## config.mk

```make
export PLATFORM = sky130hd
export DESIGN_NAME = melay_seq_10110_ov
export DESIGN_NICKNAME = d
export VERILOG_FILES = /design/src/rtl/melay_seq_10110_ov.sv
export SDC_FILE = /design/constraint.sdc
export NUM_CORES = 1
export LEC_CHECK = 0
export CAP_MARGIN = 20
export CORE_AREA = 5 5 42 44
export CTS_BUF_LIST = sky130_fd_sc_hd__clkbuf_16
export CTS_CLUSTER_SIZE = 14
export DETAILED_ROUTE_END_ITERATION = 8
export DIE_AREA = 0 0 47 49
export PLACE_DENSITY = 0.31
export SLEW_MARGIN = 15
export SYNTH_ARGS = -nofsm -noshare
export SYNTH_HDL_FRONTEND = slang
export SYNTH_SLANG_ARGS = --single-unit
```

## constraint.sdc

```tcl
create_clock -name clk -period 1 [get_ports clk]
set_input_delay 0.1 -clock clk [delete_from_list [all_inputs] [get_ports clk]]
set_output_delay 0.1 -clock clk [all_outputs]
set_load 0.01 [all_outputs]
```

## src/rtl/melay_seq_10110_ov.sv

```systemverilog
// Overlapping Mealy detector for the serial pattern 10110.
// Define MELAY_SEQ_REG_OUT_EN to register det_out (one cycle later, glitch-free).
module melay_seq_10110_ov (
  input  logic clk,
  input  logic rst,
  input  logic in_seq,
  output logic det_out
);

  typedef enum logic [2:0] {
    StS0 = 3'd0,
    StS1 = 3'd1,
    StS2 = 3'd2,
    StS3 = 3'd3,
    StS4 = 3'd4
  } state_e;

  state_e state_q, state_d;
  logic   det_mealy;

  always_ff @(posedge clk) begin
    if (!rst) begin
      state_q <= StS0;
    end else begin
      state_q <= state_d;
    end
  end

  // A match leaves "10" as the next prefix, so S4 on 0 goes to S2 rather than S0.
  always_comb begin
    state_d = StS0;
    case (state_q)
      StS0:    state_d = in_seq ? StS1 : StS0;
      StS1:    state_d = in_seq ? StS1 : StS2;
      StS2:    state_d = in_seq ? StS3 : StS0;
      StS3:    state_d = in_seq ? StS4 : StS2;
      StS4:    state_d = in_seq ? StS1 : StS2;
      default: state_d = StS0;
    endcase
  end

  always_comb begin
    det_mealy = (state_q == StS4) && !in_seq && rst;
  end

`ifdef MELAY_SEQ_REG_OUT_EN
  logic det_q;

  always_ff @(posedge clk) begin
    if (!rst) begin
      det_q <= 1'b0;
    end else begin
      det_q <= det_mealy;
    end
  end

  always_comb begin
    det_out = det_q;
  end
`else
  always_comb begin
    det_out = det_mealy;
  end
`endif

endmodule

```

==> results of run 1 <==
synth_stat cells:
library cell / count
nor3b_1: 1
nor4bb_1: 1
o31a_1: 1
and4bb_2: 1
nor2_1: 2
maj3_1: 1
and4b_2: 1
nor4b_1: 1
dfxtp_1: 3
nand2_1: 1
per-layer routing:
| metal | wire (um) | vias up | track usage, % |
|---|---|---|---|
| li1 | - | 77 | - |
| met1 | 127 | 70 | 2.63 |
| met2 | 183 | 6 | 5.43 |
| met3 | 65 | 2 | 5.90 |
| met4 | 10 | 0 | 4.15 |
| met5 | 0 | - | 0 |
per-stage QoR:
| stage | utilization, % | cell area, sq um | hold WS [ns] | worst slack [ns] | TNS, ns |
|---|---|---|---|---|---|
| after floorplan | - | 140 | 0.228 | 0.150 | 0 |
| after global placement | 16.8 | 235 | 0.671 | -0.436 | -0.845 |
| after detailed placement | 16.8 | 235 | 0.663 | -0.432 | -0.856 |
| after CTS | 22.4 | 314 | 0.529 | -0.0446 | -0.0446 |
| after global routing | 23.4 | 328 | 0.562 | -0.0921 | -0.131 |
| final | 23.4 | 328 | 0.522 | -0.0384 | -0.0384 |
how the worst min path moves through the flow:
stage / from / endpoint / slack [ns] / cells past startpoint
after floorplan: rst / state_q[1] / 0.23 / 1
after global placement: state_q[1] / state_q[2] / 0.67 / 2
after detailed placement: state_q[1] / state_q[2] / 0.66 / 2
after CTS: in_seq / state_q[0] / 0.53 / 5
after global routing: in_seq / state_q[0] / 0.56 / 5
final: in_seq / state_q[0] / 0.52 / 5
layout make-up:
cell class | count | area, sq um
Tap cell | 16 | 20.0
Multi-Input combinational cell | 10 | 88.8
Timing Repair Buffer | 9 | 78.8
Fill cell | 161 | 1070
Clock inverter | 1 | 3.75
Sequential cell | 3 | 61.3
Clock buffer | 3 | 75.1
cell families after synthesis:
family,after synthesis
AO/OA/AOI/OAI,1
AND/OR/NAND/NOR,8
adder cells (fa/ha/maj),1
flip-flops,3
what timing repair did:
action,4_1_cts,5_1_grt
setup endpoints to repair,2,2
pin swaps,1,1
gates resized for setup,6,4
setup buffers,0,0
gates cloned,0,0
worst min-delay path, cell delays in order:
cell,delay [ns]
dlygate4sd2_1,0.24
buf_4,0.14
nand2_1,0.08
buf_4,0.10
nor2_1,0.03
power groups by stage:
stage	sequential, mW	combinational [mW]	clock [mW]
finish	0.128	0.0388	0.617
global route	0.128	0.0430	0.647
CTS	0.126	0.0375	0.628
detailed placement	0.128	0.0386	0
global placement	0.128	0.0387	0
floorplan	0.130	0.00861	0
==> metrics.txt, run 1 <==
status finished with violations; failing checks setup timing; Int Pwr approximately 0.66 mW; row count 14; Die Ht 49 um; setup violators final 1; Crit path buffers/inverters 1; post-synthesis simple-gate area fraction between 40 and 50%; worst setup path startpoint state_q[0]; Synth cell types 10; routed vias between 150 and 200; warnings from Yosys 0; LEAKAGE approximately 0.14 nW; Clk pwr share slightly below 80%; reg2reg end state_q[1]; Biggest register state_q; most common cell after layout, fill and taps aside buf_4; fin crit share 104%; Post-Synth XOR/XNOR Area 0%; Switching Fraction ~15%; post-layout worst setup margin -0.0384 ns; cts bufs inserted 3; first-pass GRT wire length about 570 um; Total Wirelength approximately 390 um; Switching Power 0.118 mW; mean post-synth cell area roughly 11 sq um; core box area ~0.0014 sq mm; mux cell area share after synthesis 0%; grt total ovfl 0; Arr. time, crit path about 0.94 ns; final-stage net count 30; vias per cell about 3.7; Yosys reg bits 3; TritonCTS clock tree yes; register area share after synthesis 42.9%; number of diodes 0; Worst Tran Pin Value about 0.23 ns; hold_buf cts 0; Tot Pwr roughly 0.8 mW; reg-to-reg slack, setup 0.01 ns; sequential power share between 15 and 20%; Rel. slew slack a little over four fifths; Largest regs state_q x3; CP max stage delay approximately 0.31 ns; r2r startpoint state_q[2]; Reg2Reg Depth 3; die area around 0.0023 sq mm; clk sinks 3; largest net degree at the start of global routing 6; antenna viol nets, final 0; critical path required time about 0.90 ns; Max clock buf depth 2; Port Buffer Count 3; number of global-route vias before repair ~160; most frequent cells in the layout buf_4 (5), clkbuf_16 (3), buf_6 (2), dfxtp_1 (2); Worst IR Drop VDD 0.000833 V; Cell Count, Final, Fillers Out between 40 and 50; Worst setup EP type primary output; global placer's final weighted congestion 0.679; area delta synth->final 134%; share of layout cells above drive strength 1 between 50 and 60%; post-synthesis compound-gate area fraction about 6.3%; die width ~47 um; Post-Syn Area about 140 sq um; WP depth 3; Detailed Place HPWL between 200 and 300 um; Placed Instances 38; Pwr per Cell Area between 2000 and 2500 mW/mm^2; largest family of logic cells by synthesized area simple AND/OR/NAND/NOR gates; initial antenna violation count 0; I/O pin count 4; crit-path max FO 2; Comb pwr share ~5.0%; crit path capture det_out; crit path cell chain nor2_2, and4b_2, buf_6; Yosys top cell area share 42.9%; Worst Setup Path Type reg2out; CP max stage cell dfxtp_2; skew final 0.00209 ns; First DRT Iteration DRCs 3; max reg flops 3; Starting Density under 10%; unrepaired setup endpoints after global routing true; max-slew violations 0; WL/cell slightly above 9 um; minimum clock period 1.04 ns; cells after synthesis 13; Final Hold Viols 0; All-Layer GR Usage roughly 4.3%; H-Tree Depth 1; CP delay by family, top flip-flops; root buffer cell clkbuf_16; clock latency on the worst-skew pair 0.22 ns; Synth Area in Adders under 10%; fmax 963 MHz; cell taking the most area after synthesis dfxtp_1; syn_nets 16; startpoint types flop; # DRC 0; HP Class in2reg; # Max-Cap Violations 0; Clock Pin Slew Worst Setup and Hold Paths approximately 0.030 ns; DR pass1 iterations 2; Synth area leaders dfxtp_1 (43%), and4bb_2 (8.9%), and4b_2 (8.0%)
No activity file was read; power rests on OpenSTA's default activity.
==> run 2, diff against run 1 <==
--- a/config.mk
+++ b/config.mk
@@ -8,6 +8,7 @@
 export CAP_MARGIN = 20
 export CORE_AREA = 5 5 42 44
 export CTS_BUF_LIST = sky130_fd_sc_hd__clkbuf_16
+export CTS_CLUSTER_DIAMETER = 50
 export CTS_CLUSTER_SIZE = 14
 export DETAILED_ROUTE_END_ITERATION = 8
 export DIE_AREA = 0 0 47 49
==> results of run 2 <==
The final DEF is identical to that of run 1; final timing and power are the same.
==> run 3, diff against run 2 <==
--- a/config.mk
+++ b/config.mk
@@ -6,12 +6,12 @@
 export NUM_CORES = 1
 export LEC_CHECK = 0
 export CAP_MARGIN = 20
-export CORE_AREA = 5 5 42 44
+export CORE_AREA = 2 2 39 41
 export CTS_BUF_LIST = sky130_fd_sc_hd__clkbuf_16
 export CTS_CLUSTER_DIAMETER = 50
 export CTS_CLUSTER_SIZE = 14
 export DETAILED_ROUTE_END_ITERATION = 8
-export DIE_AREA = 0 0 47 49
+export DIE_AREA = 0 0 41 43
 export PLACE_DENSITY = 0.31
 export SLEW_MARGIN = 15
 export SYNTH_ARGS = -nofsm -noshare
==> run 3 against run 2 <==
  * The flow still finishes with violations (setup timing)
  * Cell count fell by 2.4%
  * Clock-buffer cell count unchanged
  * Clock power about the same
  * Setup slack got worse by 0.011 ns
  * Sequential share of layout area increased by 0.14 points
  * First-iteration DRC count decreased by 67%
  * Design area decreased by 0.76%
  * Die area is 23% lower
  * Utilization up 0.12 points
  * Largest cell class unchanged
==> metrics.txt, run 3 (synthesized netlist as in run 1, its figures left out) <==
Design Area, Final 325 sq um (-0.76%); clock latency on the worst-skew pair 0.22 ns (about the same); startpoint types flop; Worst Setup Path Type reg2out; Biggest register state_q; Port Buffer Count 3 (unchanged); setup violators final 1 (unchanged); Die Ht 43 um (-12%); fmax 953 MHz (-1.1%); global placer's final weighted congestion 0.630 (-7.1%); Worst IR Drop VDD 0.000973 V (+17%); DR pass1 iterations 2 (unchanged); status finished with violations; cts bufs inserted 3 (unchanged); number of diodes 0 (unchanged); Total Wirelength 348 um (-9.8%); Max clock buf depth 2 (unchanged); crit path cell chain nor2_2, and4b_2, buf_6; # DRC 0 (unchanged); Largest regs state_q x3; share of layout cells above drive strength 1 60.0% (+2.3 points); CP delay by family, top simple AND/OR/NAND/NOR gates; Worst setup EP type primary output; most frequent cells in the layout buf_4 (4), clkbuf_16 (3), buf_6 (2), dfxtp_1 (2); Area after DPL 228 sq um (-3.2%); I/O pin count 4 (unchanged); TritonCTS clock tree yes; WL/cell 8.49 um (-7.6%); First DRT Iteration DRCs 1 (-2); die area 0.00176 sq mm (-23%); die width 41 um (-13%); fin crit share 105% (+1.1 points); Crit path buffers/inverters 1 (unchanged); most common cell after layout, fill and taps aside buf_4; clk sinks 3 (unchanged); routed vias 151 (-2.6%); Final Hold Viols 0 (unchanged); grt met1 use 3.83% (+1.2 points); CP max stage delay 0.31 ns (about the same); GR met2 Demand/Resource 7.81% (+2.4 points); core box area 0.00138 sq mm (-1.2%); skew final 0.000963 ns (-0.00113 ns); met3 Track Usage GR 6.28% (+0.38 points); Worst Tran Pin Value 0.247 ns (+0.0184 ns); Starting Density 10.1% (+0.13 points); antenna viol nets, final 0 (unchanged); Rel. slew slack 83.3% (-1.3 points); Place WS -0.463 ns (-0.0303 ns); Clock Pin Slew Worst Setup and Hold Paths 0.03 ns (about the same); H-Tree Depth 1 (unchanged); max-slew violations 0 (unchanged); root buffer cell clkbuf_16; number of global-route vias before repair 165 (+6.5%); # Max-Cap Violations 0 (unchanged); failing checks setup timing; Arr. time, crit path 0.95 ns (about the same); Tot Pwr 0.780 mW (-0.40%); final-stage net count 29 (-3.3%); first-pass GRT wire length 579 um (+1.2%); Pwr per Cell Area 2400 mW/mm^2 (+0.37%); unrepaired setup endpoints after global routing true; post-layout worst setup margin -0.0498 ns (-0.0114 ns); largest net degree at the start of global routing 6 (unchanged); CP max stage cell dfxtp_2; initial antenna violation count 0 (unchanged); hold path start in_seq; critical path required time 0.90 ns (about the same); final core occ 23.5% (+0.12 points); worst setup path startpoint state_q[1]; row count 14 (unchanged); grt total ovfl 0 (unchanged); hold_buf cts 0 (unchanged); r2r startpoint state_q[0]; max reg flops 3 (unchanged); minimum clock period 1.05 ns (+0.0114 ns); area delta synth->final 132%; vias per cell 3.68 (-0.20%); gr busiest metal met2; crit-path max FO 2 (unchanged); All-Layer GR Usage 5.81% (+1.5 points); HP Class in2reg; LEAKAGE 0.145 nW (+4.1%)
[run 3: area by class of cell]
class / count / area [sq um]
fillers: 157 / 1060
multi-input cells: 10 / 90.1
clock buffers: 3 / 75.1
repair buffers: 8 / 75.1
flip-flops and latches: 3 / 61.3
well taps: 16 / 20.0
clock inverters: 1 / 3.75
[run 3: stage by stage]
stage	cells	setup TNS [ns]	hold slack, ns
finish	41	-0.0498	0.381
global route	41	-0.113	0.413
CTS	41	-0.0628	0.510
detailed placement	37	-0.817	0.675
global placement	37	-0.831	0.678
floorplan	13	0	0.228
[run 3: final timing paths]
kind / cells past startpoint / slack [ns] / to
min: 5 / 0.38 / state_q[0]
min reg2reg: 2 / 0.67 / state_q[2]
max reg2reg: 3 / 0.03 / state_q[1]
max: 3 / -0.05 / det_out
[run 3: repair_timing]
action | CTS | global route
resized for setup | 5 | 6
endpoints found under the setup margin | 1 | 3
setup buffers | 0 | 0
pin swaps | 2 | 3
[run 3: layer usage]
metal	share of wire (%)	vias up
li1	-	74
met1	43	73
met2	48	4
met3	8.9	0
met4	0	0
met5	0	-
[run 3: report_power, final]
| group | total (mW) | switching [mW] | internal [mW] |
|---|---|---|---|
| clock network | 0.616 | 0.101 | 0.515 |
| logic | 0.0365 | 0.0129 | 0.0236 |
| registers | 0.127 | 0.00239 | 0.125 |
| total | 0.780 | 0.117 | 0.663 |
[run 3: worst reg2reg max path, cell delays in order, from the launching register on]
cell,delay [ns]
dfxtp_1,0.30
buf_4,0.15
nor3b_1,0.13
o31a_1,0.27
